## src/rtl/div_if.sv

```systemverilog
// Request/response bundle between the EX stage (master) and the multi-cycle divider (slave).
interface div_if #(
  parameter int WIDTH = 32
);
  logic               signed_div_i;
  logic [WIDTH-1:0]   opdata1_i;
  logic [WIDTH-1:0]   opdata2_i;
  logic               start_i;
  logic               annul_i;
  logic [2*WIDTH-1:0] result_o;
  logic               ready_o;
  logic               busy_o;

  modport master (
    output signed_div_i, opdata1_i, opdata2_i, start_i, annul_i,
    input  result_o, ready_o, busy_o
  );

  modport slave (
    input  signed_div_i, opdata1_i, opdata2_i, start_i, annul_i,
    output result_o, ready_o, busy_o
  );
endinterface

```

## src/rtl/div_unit.sv

```systemverilog
// Restoring shift-subtract divider producing {remainder, quotient} for DIV/DIVU.
// Optional DIV_EARLY_OUT_EN: skip iterations when |dividend| < |divisor|.
module div_unit #(
  parameter int WIDTH = 32,
  parameter int CNT_W = 6
) (
  input logic  clk,
  input logic  rst,
  div_if.slave bus
);

  typedef enum logic [1:0] {
    S_FREE  = 2'd0,
    S_DZERO = 2'd1,
    S_ON    = 2'd2,
    S_END   = 2'd3
  } state_t;

  state_t             r_state;
  logic [CNT_W-1:0]   r_cnt;
  logic [WIDTH-1:0]   r_rem;
  logic [WIDTH-1:0]   r_quo;
  logic [WIDTH-1:0]   r_div;
  logic               r_sign1;
  logic               r_sign2;
  logic [2*WIDTH-1:0] r_result;
  logic               r_ready;
  logic               r_busy;

  logic               w_sign1;
  logic               w_sign2;
  logic [WIDTH-1:0]   w_mag1;
  logic [WIDTH-1:0]   w_mag2;
  logic [WIDTH:0]     w_rem_sh;
  logic [WIDTH:0]     w_diff;
  logic [WIDTH-1:0]   w_rem_nx;
  logic [WIDTH-1:0]   w_quo_nx;
  logic [WIDTH-1:0]   w_rem_fix;
  logic [WIDTH-1:0]   w_quo_fix;

  function automatic logic [WIDTH-1:0] f_neg_if(input logic [WIDTH-1:0] v, input logic neg);
    return neg ? (~v + WIDTH'(1)) : v;
  endfunction

  assign w_sign1 = bus.signed_div_i & bus.opdata1_i[WIDTH-1];
  assign w_sign2 = bus.signed_div_i & bus.opdata2_i[WIDTH-1];
  assign w_mag1  = f_neg_if(bus.opdata1_i, w_sign1);
  assign w_mag2  = f_neg_if(bus.opdata2_i, w_sign2);

  // One restoring step; the extra top bit keeps the trial subtraction overflow-free.
  always_comb begin
    w_rem_sh = {r_rem, r_quo[WIDTH-1]};
    w_diff   = w_rem_sh - {1'b0, r_div};
    if (!w_diff[WIDTH]) begin
      w_rem_nx = w_diff[WIDTH-1:0];
      w_quo_nx = {r_quo[WIDTH-2:0], 1'b1};
    end else begin
      w_rem_nx = w_rem_sh[WIDTH-1:0];
      w_quo_nx = {r_quo[WIDTH-2:0], 1'b0};
    end
  end

  // Signs were latched already qualified by signedness, so DIVU never fixes up.
  assign w_quo_fix = f_neg_if(w_quo_nx, r_sign1 ^ r_sign2);
  assign w_rem_fix = f_neg_if(w_rem_nx, r_sign1);

  // Divider FSM with registered result/ready/busy.
  always_ff @(posedge clk) begin
    if (rst) begin
      r_state  <= S_FREE;
      r_cnt    <= {CNT_W{1'b0}};
      r_rem    <= {WIDTH{1'b0}};
      r_quo    <= {WIDTH{1'b0}};
      r_div    <= {WIDTH{1'b0}};
      r_sign1  <= 1'b0;
      r_sign2  <= 1'b0;
      r_result <= {(2*WIDTH){1'b0}};
      r_ready  <= 1'b0;
      r_busy   <= 1'b0;
    end else begin
      case (r_state)
        S_FREE: begin
          if (bus.start_i && !bus.annul_i) begin
            if (bus.opdata2_i == {WIDTH{1'b0}}) begin
              r_state <= S_DZERO;
              r_busy  <= 1'b1;
`ifdef DIV_EARLY_OUT_EN
            end else if (w_mag1 < w_mag2) begin
              r_state  <= S_END;
              r_ready  <= 1'b1;
              r_result <= {bus.opdata1_i, {WIDTH{1'b0}}};
`endif
            end else begin
              r_state <= S_ON;
              r_busy  <= 1'b1;
              r_cnt   <= {CNT_W{1'b0}};
              r_rem   <= {WIDTH{1'b0}};
              r_quo   <= w_mag1;
              r_div   <= w_mag2;
              r_sign1 <= w_sign1;
              r_sign2 <= w_sign2;
            end
          end
        end
        S_DZERO: begin
          r_busy <= 1'b0;
          if (bus.annul_i) begin
            r_state <= S_FREE;
          end else begin
            r_state  <= S_END;
            r_ready  <= 1'b1;
            r_result <= {(2*WIDTH){1'b0}};
          end
        end
        S_ON: begin
          if (bus.annul_i) begin
            r_state <= S_FREE;
            r_busy  <= 1'b0;
          end else begin
            r_rem <= w_rem_nx;
            r_quo <= w_quo_nx;
            r_cnt <= r_cnt + CNT_W'(1);
            if (r_cnt == CNT_W'(WIDTH-1)) begin
              r_state  <= S_END;
              r_busy   <= 1'b0;
              r_ready  <= 1'b1;
              r_result <= {w_rem_fix, w_quo_fix};
            end
          end
        end
        S_END: begin
          if (!bus.start_i || bus.annul_i) begin
            r_state  <= S_FREE;
            r_ready  <= 1'b0;
            r_result <= {(2*WIDTH){1'b0}};
          end
        end
        default: begin
          r_state  <= S_FREE;
          r_busy   <= 1'b0;
          r_ready  <= 1'b0;
          r_result <= {(2*WIDTH){1'b0}};
        end
      endcase
    end
  end

  assign bus.result_o = r_result;
  assign bus.ready_o  = r_ready;
  assign bus.busy_o   = r_busy;

endmodule

```

## src/flat_wrapper.sv

```systemverilog
// flat-port wrapper written by rule: the top's interface ports become plain ports
module div_unit_flat 
#(
  parameter int WIDTH = 32,
  parameter int CNT_W = 6
)
  (clk, rst, bus_signed_div_i, bus_opdata1_i, bus_opdata2_i, bus_start_i, bus_annul_i, bus_result_o, bus_ready_o, bus_busy_o);
  div_if #(.WIDTH(WIDTH)) bus_i ();
  input logic clk;
  input logic rst;
  input wire logic [$bits(bus_i.signed_div_i)-1:0] bus_signed_div_i;
  input wire logic [$bits(bus_i.opdata1_i)-1:0] bus_opdata1_i;
  input wire logic [$bits(bus_i.opdata2_i)-1:0] bus_opdata2_i;
  input wire logic [$bits(bus_i.start_i)-1:0] bus_start_i;
  input wire logic [$bits(bus_i.annul_i)-1:0] bus_annul_i;
  output wire logic [$bits(bus_i.result_o)-1:0] bus_result_o;
  output wire logic [$bits(bus_i.ready_o)-1:0] bus_ready_o;
  output wire logic [$bits(bus_i.busy_o)-1:0] bus_busy_o;
  assign bus_i.signed_div_i = bus_signed_div_i;
  assign bus_i.opdata1_i = bus_opdata1_i;
  assign bus_i.opdata2_i = bus_opdata2_i;
  assign bus_i.start_i = bus_start_i;
  assign bus_i.annul_i = bus_annul_i;
  assign bus_result_o = bus_i.result_o;
  assign bus_ready_o = bus_i.ready_o;
  assign bus_busy_o = bus_i.busy_o;
  div_unit #(.WIDTH(WIDTH), .CNT_W(CNT_W)) u_core (.clk(clk), .rst(rst), .bus(bus_i));
endmodule
```

## config.mk

```make
export PLATFORM = sky130hd
export DESIGN_NAME = div_unit_flat
export DESIGN_NICKNAME = d
export VERILOG_FILES = /design/src/rtl/div_if.sv /design/src/rtl/div_unit.sv /design/src/flat_wrapper.sv
export SDC_FILE = /design/constraint.sdc
export NUM_CORES = 1
export LEC_CHECK = 0
export ABC_CLOCK_PERIOD_IN_PS = 4900
export CORE_UTILIZATION = 24
export DETAILED_ROUTE_END_ITERATION = 12
export GPL_ROUTABILITY_DRIVEN = 0
export HOLD_SLACK_MARGIN = 0.15
export PLACE_DENSITY = 0.49
export SYNTH_ARGS = -nofsm -noshare
export SYNTH_HDL_FRONTEND = slang
export SYNTH_SLANG_ARGS = --single-unit
```

## constraint.sdc

```tcl
create_clock -name clk -period 4.9 [get_ports clk]
set_input_delay 0.735 -clock clk [delete_from_list [all_inputs] [get_ports clk]]
set_output_delay 0.735 -clock clk [all_outputs]
set_load 0.03 [all_outputs]
```

; After elaboration in Yosys (flattened, before gate mapping)
; Cells that the tools add are included.
[word_totals]
reg_bits = 172
inputBits = 69
output_inout_bits = 66
elab_cells = 88
[classes]
addsub = 6
eq_ne = 11
muxes = 39
bitwise = 8
n_reduce_logical = 14
[ops]
columns = op, count
row1 = 32-bit two-way mux, 11
row2 = 64-bit two-way mux, 4
row3 = 64-bit case mux with 3 select lines, 1
row4 = 32-bit by 1-bit adder with 32-bit output (second input constant), 4
row5 = 32-bit NOT, 4
row6 = 32-bit case mux with 2 select lines, 2
row7 = 33-bit by 32-bit subtractor with 33-bit output, 1
row8 = 32-bit logical NOT, 1
row9 = 6-bit two-way mux, 3
row10 = 2-bit two-way mux, 6
row11 = 6-bit case mux with 2 select lines, 1
row12 = 3-bit AND reduction, 3
row13 = 1-bit two-way mux, 8
row14 = 2-bit case mux with 4 select lines, 1
row15 = 6-bit by 1-bit adder with 6-bit output (second input constant), 1
row16 = 6-bit by 5-bit equality test with 1-bit output (second input constant), 1
row17 = 2-bit by 1-bit inequality test with 1-bit output (second input constant), 3
row18 = 2-bit inequality test (second input constant), 3
row19 = 1-bit case mux with 3 select lines, 2
row20 = 3-bit nonzero test, 2
row21 = 5-bit AND reduction, 1
row22 = 2-bit equality test (second input constant), 2
row23 = 4-bit AND reduction, 1
row24 = 3-bit by 2-bit inequality test with 1-bit output (second input constant), 1
row25 = other kinds (9), 11

; Longest topological paths before layout
[logic_depth]
word_depth = 8
depth_mapped = 24
ltp_nobuf = 22

; Worst setup path after synthesis
; No wires, ideal clock.
[synth_timing]
path_kind = register to register
startpoint = register u_core.r_quo[31]
endpoint = register u_core.r_result[60], in the netlist u_core.bus.result_o[60]
setup_time_ps = 125
t_arrival_ps = 4854
required_time_ps = 4775
path_slack_ps = -79
path_stages_with_launch = 24
n_path_buf = 2
synth_period_minus_slack_ps = 4979
path_cell_list = dfxtp_1 > inv_1 > ha_1 > inv_1 > fa_1 > and3_1 > o211ai_2 > a2111o_1 > a2111oi_4 > o21ai_2 > nand2_2 > buf_1 > clkbuf_8 > a21oi_1 > inv_1 > ha_1 > nand2_1 > or4_1 > nor4_1 > a21o_1 > nand2_1 > o41ai_2 > xor2_1 > o21ai_1
[synth_via]
elab_chain_len = 8
[synth_lines]
columns = item, line_no
row1 = start: declaration, div_unit.sv:22  ; logic [WIDTH-1:0] r_quo;
row2 = start signal: assignment, div_unit.sv:73  ; r_quo <= {WIDTH{1'b0}};
row3 = start signal: assignment, div_unit.sv:98  ; r_quo <= w_mag1;
row4 = start signal: assignment, div_unit.sv:121  ; r_quo <= w_quo_nx;
row5 = 33-bit by 32-bit subtractor with 33-bit output, div_unit.sv:53  ; w_diff = w_rem_sh - {1'b0, r_div};
row6 = 32-bit two-way mux *, div_unit.sv:54  ; if (!w_diff[WIDTH]) begin
row7 = 32-bit NOT, div_unit.sv:42  ; return neg ? (~v + WIDTH'(1)) : v;
row8 = 32-bit by 1-bit adder with 32-bit output, div_unit.sv:42
row9 = 32-bit two-way mux *, div_unit.sv:42
row10 = 64-bit two-way mux *, div_unit.sv:123  ; if (r_cnt == CNT_W'(WIDTH-1)) begin
row11 = 64-bit two-way mux *, div_unit.sv:116  ; if (bus.annul_i) begin
row12 = 64-bit case mux with 3 select lines *, div_unit.sv:81  ; case (r_state)
row13 = end signal: assignment, div_unit.sv:77  ; r_result <= {(2*WIDTH){1'b0}};
row14 = end signal: assignment, div_unit.sv:112  ; r_result <= {(2*WIDTH){1'b0}};
row15 = end signal: assignment, div_unit.sv:127  ; r_result <= {w_rem_fix, w_quo_fix};
row16 = end: declaration, div_unit.sv:26  ; logic [2*WIDTH-1:0] r_result;
; Mark *: on every way between the ends. The rest lies on a longest branch, timed or not. The select of a mux whose other input is x is not followed.
; A chain may end at the register's enable or synchronous reset.

; Worst setup path after layout
[layout_timing]
startpoint = register u_core.r_quo[31]
endpoint = register u_core.r_result[52], in the netlist u_core.bus.result_o[52]
; The elaborated chain is that of the path after synthesis.

==> metrics.md <==
| Metric | Value |
|---|---|
| Initial antenna violation count | 1 |
| Max cap viols | 0 |
| Hold Crit Class | reg2reg |
| Tmin final | ~4.7 ns |
| Final setup fails | 0 |
| Vias in the first global route | 11480 |
| Worst-path cell chain | inv_1 > ha_1 > inv_2 > fa_2 > and3_4 > o211ai_2 > a2111o_1 > a2111oi_4 > o21ai_2 > nand2_4 > mux2i_2 > ha_2 > nand2_1 > or4_4 > nor4_2 > buf_4 > a21o_1 > o221ai_2 > o31ai_2 > xor2_1 > o21ai_0 |
| Post-synth top flop | dfxtp_1 |
| Via count | 11989 |
| Busiest layer in global routing | met2 |
| Setup crit end kind | register |
| Horiz. Die Dim | roughly 220 um |
| Max Root-Sink Buffers | 2 |
| Cell area power density | around 390 nW/um2 |
| R2R setup slack | around 0.16 ns |
| Drt via density | ~5.0 |
| Ys async rst share | 0 |
| Clock Sinks | 172 |
| Insertion delay to the later sink of the worst-skew pair | about 0.48 ns |
| Mux cell area share after synthesis | 0.01202 |
| Number of unique standard cell types used by synthesis | between 80 and 90 |
| Slowest CP cell | or4_4 |
| Area delta synth->final | 25.46% |
| Static Leakage | 5.565 nW |
| Fin. Hold Viols | 0 |
| CP max FO | 6 |
| Synth top area cells | dfxtp_1 (29%), xor2_1 (5.8%), a21oi_1 (5.6%), nand2_1 (5.3%), nor2_1 (5.3%) |
| Met3 GRT Util | 0.03305 |
| Multi-input logic area | 7777 um2 |
| Yosys warns | 0 |
| First-pass DRT Iterations | 5 |
| Pwr Total | 5.795 mW |
| Post-Syn Area | 11870 um2 |
| Post-Synth Simple-Gate Area | 0.2216 |
| Final wirelength | approximately 43 mm |
| Post-synth EDFFs | 0 |
| Tot GR Track Use | 0.1698 |
| Reg clk slew, reported paths | roughly 0.080 ns |
| Largest stage delay, worst path | ~0.55 ns |
| Worst-Margin Slew | between 1 and 1.5 ns |
| First-pass GRT wire length | 66.42 mm |
| WL/cell | about 18 um |
| TritonCTS buffer count | 17 |
| Routed Antenna Nets | 0 |
| Core area | a little under 50000 um2 |
| FMAX | ~210 MHz |
| Final layout net count | roughly 1800 |
| Root buf cell | clkbuf_16 |
| Layout cells sized above 1 | 0.1017 |
| 1st-iter DRT viols | between 800 and 900 |
| Top-area cell type share of the netlist area | 0.2901 |
| CTS tree | done |
| Sequential Area | 3445 um2 |
| Largest net degree at the start of global routing | 78 |
| Net count after synthesis | 1677 |
| Post-Place Worst Slack | roughly 0.070 ns |
| DRC | 0 |
| XOR/XNOR Fraction of Synth Area | 0.1107 |
| Adder-Cell Fraction of Synth Area | 0.04597 |
| HPWL Detailed | roughly 33 mm |
| Post-Synthesis Cells | between 1500 and 2000 |
| Hold buffer count at cts | 0 |
| Met1 GRT Util | 0.2196 |
| PnR worst setup slack | roughly 0.16 ns |
| Synth Area in Compound Gates | 0.2591 |
| Ant. Diodes | 0 |
| Outcome | finished, final reports clean |
| IO Count | 135 |
| Met2 Track Usage GR | 0.2836 |
| Layout Utilization | 0.3048 |
| Avg Cell Area, Syn | 7.583 um2 |
| Flops & latches, synth | roughly 170 |
| Critical path arrival | between 5 and 6 ns |
| Worst Path Required | around 5.2 ns |
| Die Area | ~50000 um2 |
| Crit Path Class | reg2reg |
| Final Cycle Share | 0.9674 |
| Largest family of logic cells by synthesized area | compound AO/OA/AOI/OAI gates |
| H-tree depth | 4 |
| Top cell type by total area after synthesis | dfxtp_1 |
| Initial Util | 0.2429 |
| Sequential share of the synthesized area | 0.2901 |
| Setup TNS | 0 ns |
| Congestion Overflow GR | 0 |
| Slew Limit Fails | 0 |
| Critical path startpoint category | register |
| IO Port Bufs | 134 |
| Worst vdd ir | around 0.28 mV |
| Row cnt | just over 80 |
| Die height | approximately 220 um |
| Max_slew headroom | 0.2861 |
| Fillcell total | 5292 |
| Clock skew | around 0.019 ns |
==> logic make-up after synthesis <==
group,after synthesis
simple gates,567
compound gates,467
flops,172
buf+inv,152
xor+xnor,150
fa+ha+maj,43
mux,14
==> cells in the final DEF (no fill, tap or decap), types with 17 or more instances in the layout <==
cell,n
nand3_1,68
nand2_1,169
o31ai_1,18
clkdlybuf4s50_1,133
inv_1,55
or3_1,22
ha_1,40
nor4_1,17
buf_4,84
a211oi_1,39
xor2_1,79
o21ai_0,92
a22oi_1,68
clkbuf_16,17
nor3_1,38
dfxtp_1,171
xnor2_1,71
a21oi_1,133
nor2_1,163
==> synthesized netlist by cell type (all sizes together) (23+ instances only) <==
library cell and instances:
a21oi 136, ha 42, or3 23, xnor2 71
nand2 171, dfxtp 172, o21ai 99, clkbuf 65
nand3 68, xor2 79, a22oi 69, inv 57
nor2 167, a211oi 39, buf 30, nor3 39
==> layer usage <==
| metal | vias to the layer above | wire [um] |
|---|---|---|
| met5 | - | 17 |
| met4 | 2 | 965 |
| met3 | 44 | 1953 |
| met2 | 292 | 20420 |
| met1 | 5719 | 19420 |
| li1 | 5932 | - |
==> power by group <==
part | internal (mW) | switching (mW)
Clock | 0.741 | 0.703
Combinational | 0.943 | 1.80
Sequential | 1.51 | 0.0929
==> through the flow <==
| stage | hold slack, ns | cell area (um2) | std cells |
|---|---|---|---|
| CTS | 0.4586 | 14810 | 2382 |
| finish | 0.4522 | 14890 | 2385 |
| floorplan | 0.4319 | 11870 | 1565 |
| detailed placement | 0.4414 | 14190 | 2350 |
| global placement | 0.4418 | 14190 | 2350 |
| global route | 0.4694 | 14890 | 2385 |
==> worst max-delay path: cells and delay by family, from the launching register on <==
kind | cells | cell delay (ns)
adder cells (fa/ha/maj) | 3 | 0.62
XOR/XNOR | 1 | 0.16
AO/OA/AOI/OAI | 8 | 1.88
multiplexers | 1 | 0.26
flip-flops | 1 | 0.33
buffers and inverters | 3 | 0.28
AND/OR/NAND/NOR | 5 | 1.08
==> state kept, by name, summed over array words and instances, names as in the netlist <==
| name | cells |
|---|---|
| u_core.r_quo | 32 |
| u_core.bus.result_o | 64 |
| u_core.r_rem | 32 |
| u_core.r_cnt | 6 |
| u_core.r_div | 32 |
| u_core.r_state | 2 |
| u_core.r_sign2 | 1 |
| u_core.r_sign1 | 1 |
| u_core.bus.ready_o | 1 |
| u_core.bus.busy_o | 1 |
==> path summary, 6_finish.rpt <==
kind,start,endpoint,cells past startpoint
setup / recovery,u_core.r_quo[31],u_core.bus.result_o[52],21
hold / removal,u_core.bus.result_o[40],u_core.bus.result_o[40],2
setup reg to reg,u_core.r_quo[31],u_core.bus.result_o[52],21
hold reg to reg,u_core.bus.result_o[40],u_core.bus.result_o[40],2
==> repair_timing <==
item,4_1_cts,5_1_grt
endpoints found under the setup margin,0,8
gates resized for setup,0,15
setup buffers,0,3
==> area by class of cell <==
| cell class | count | share of cell area |
|---|---|---|
| clock inverter | 15 | 0.01294 |
| timing repair buffer | 219 | 0.1345 |
| sequential | 172 | 0.2313 |
| tap | 664 | 0.05580 |
| inverter | 57 | 0.01454 |
| clock buffer | 17 | 0.02857 |
| multi-input combinational | 1241 | 0.5224 |
Note: power is estimated with default switching activity, not from simulation.
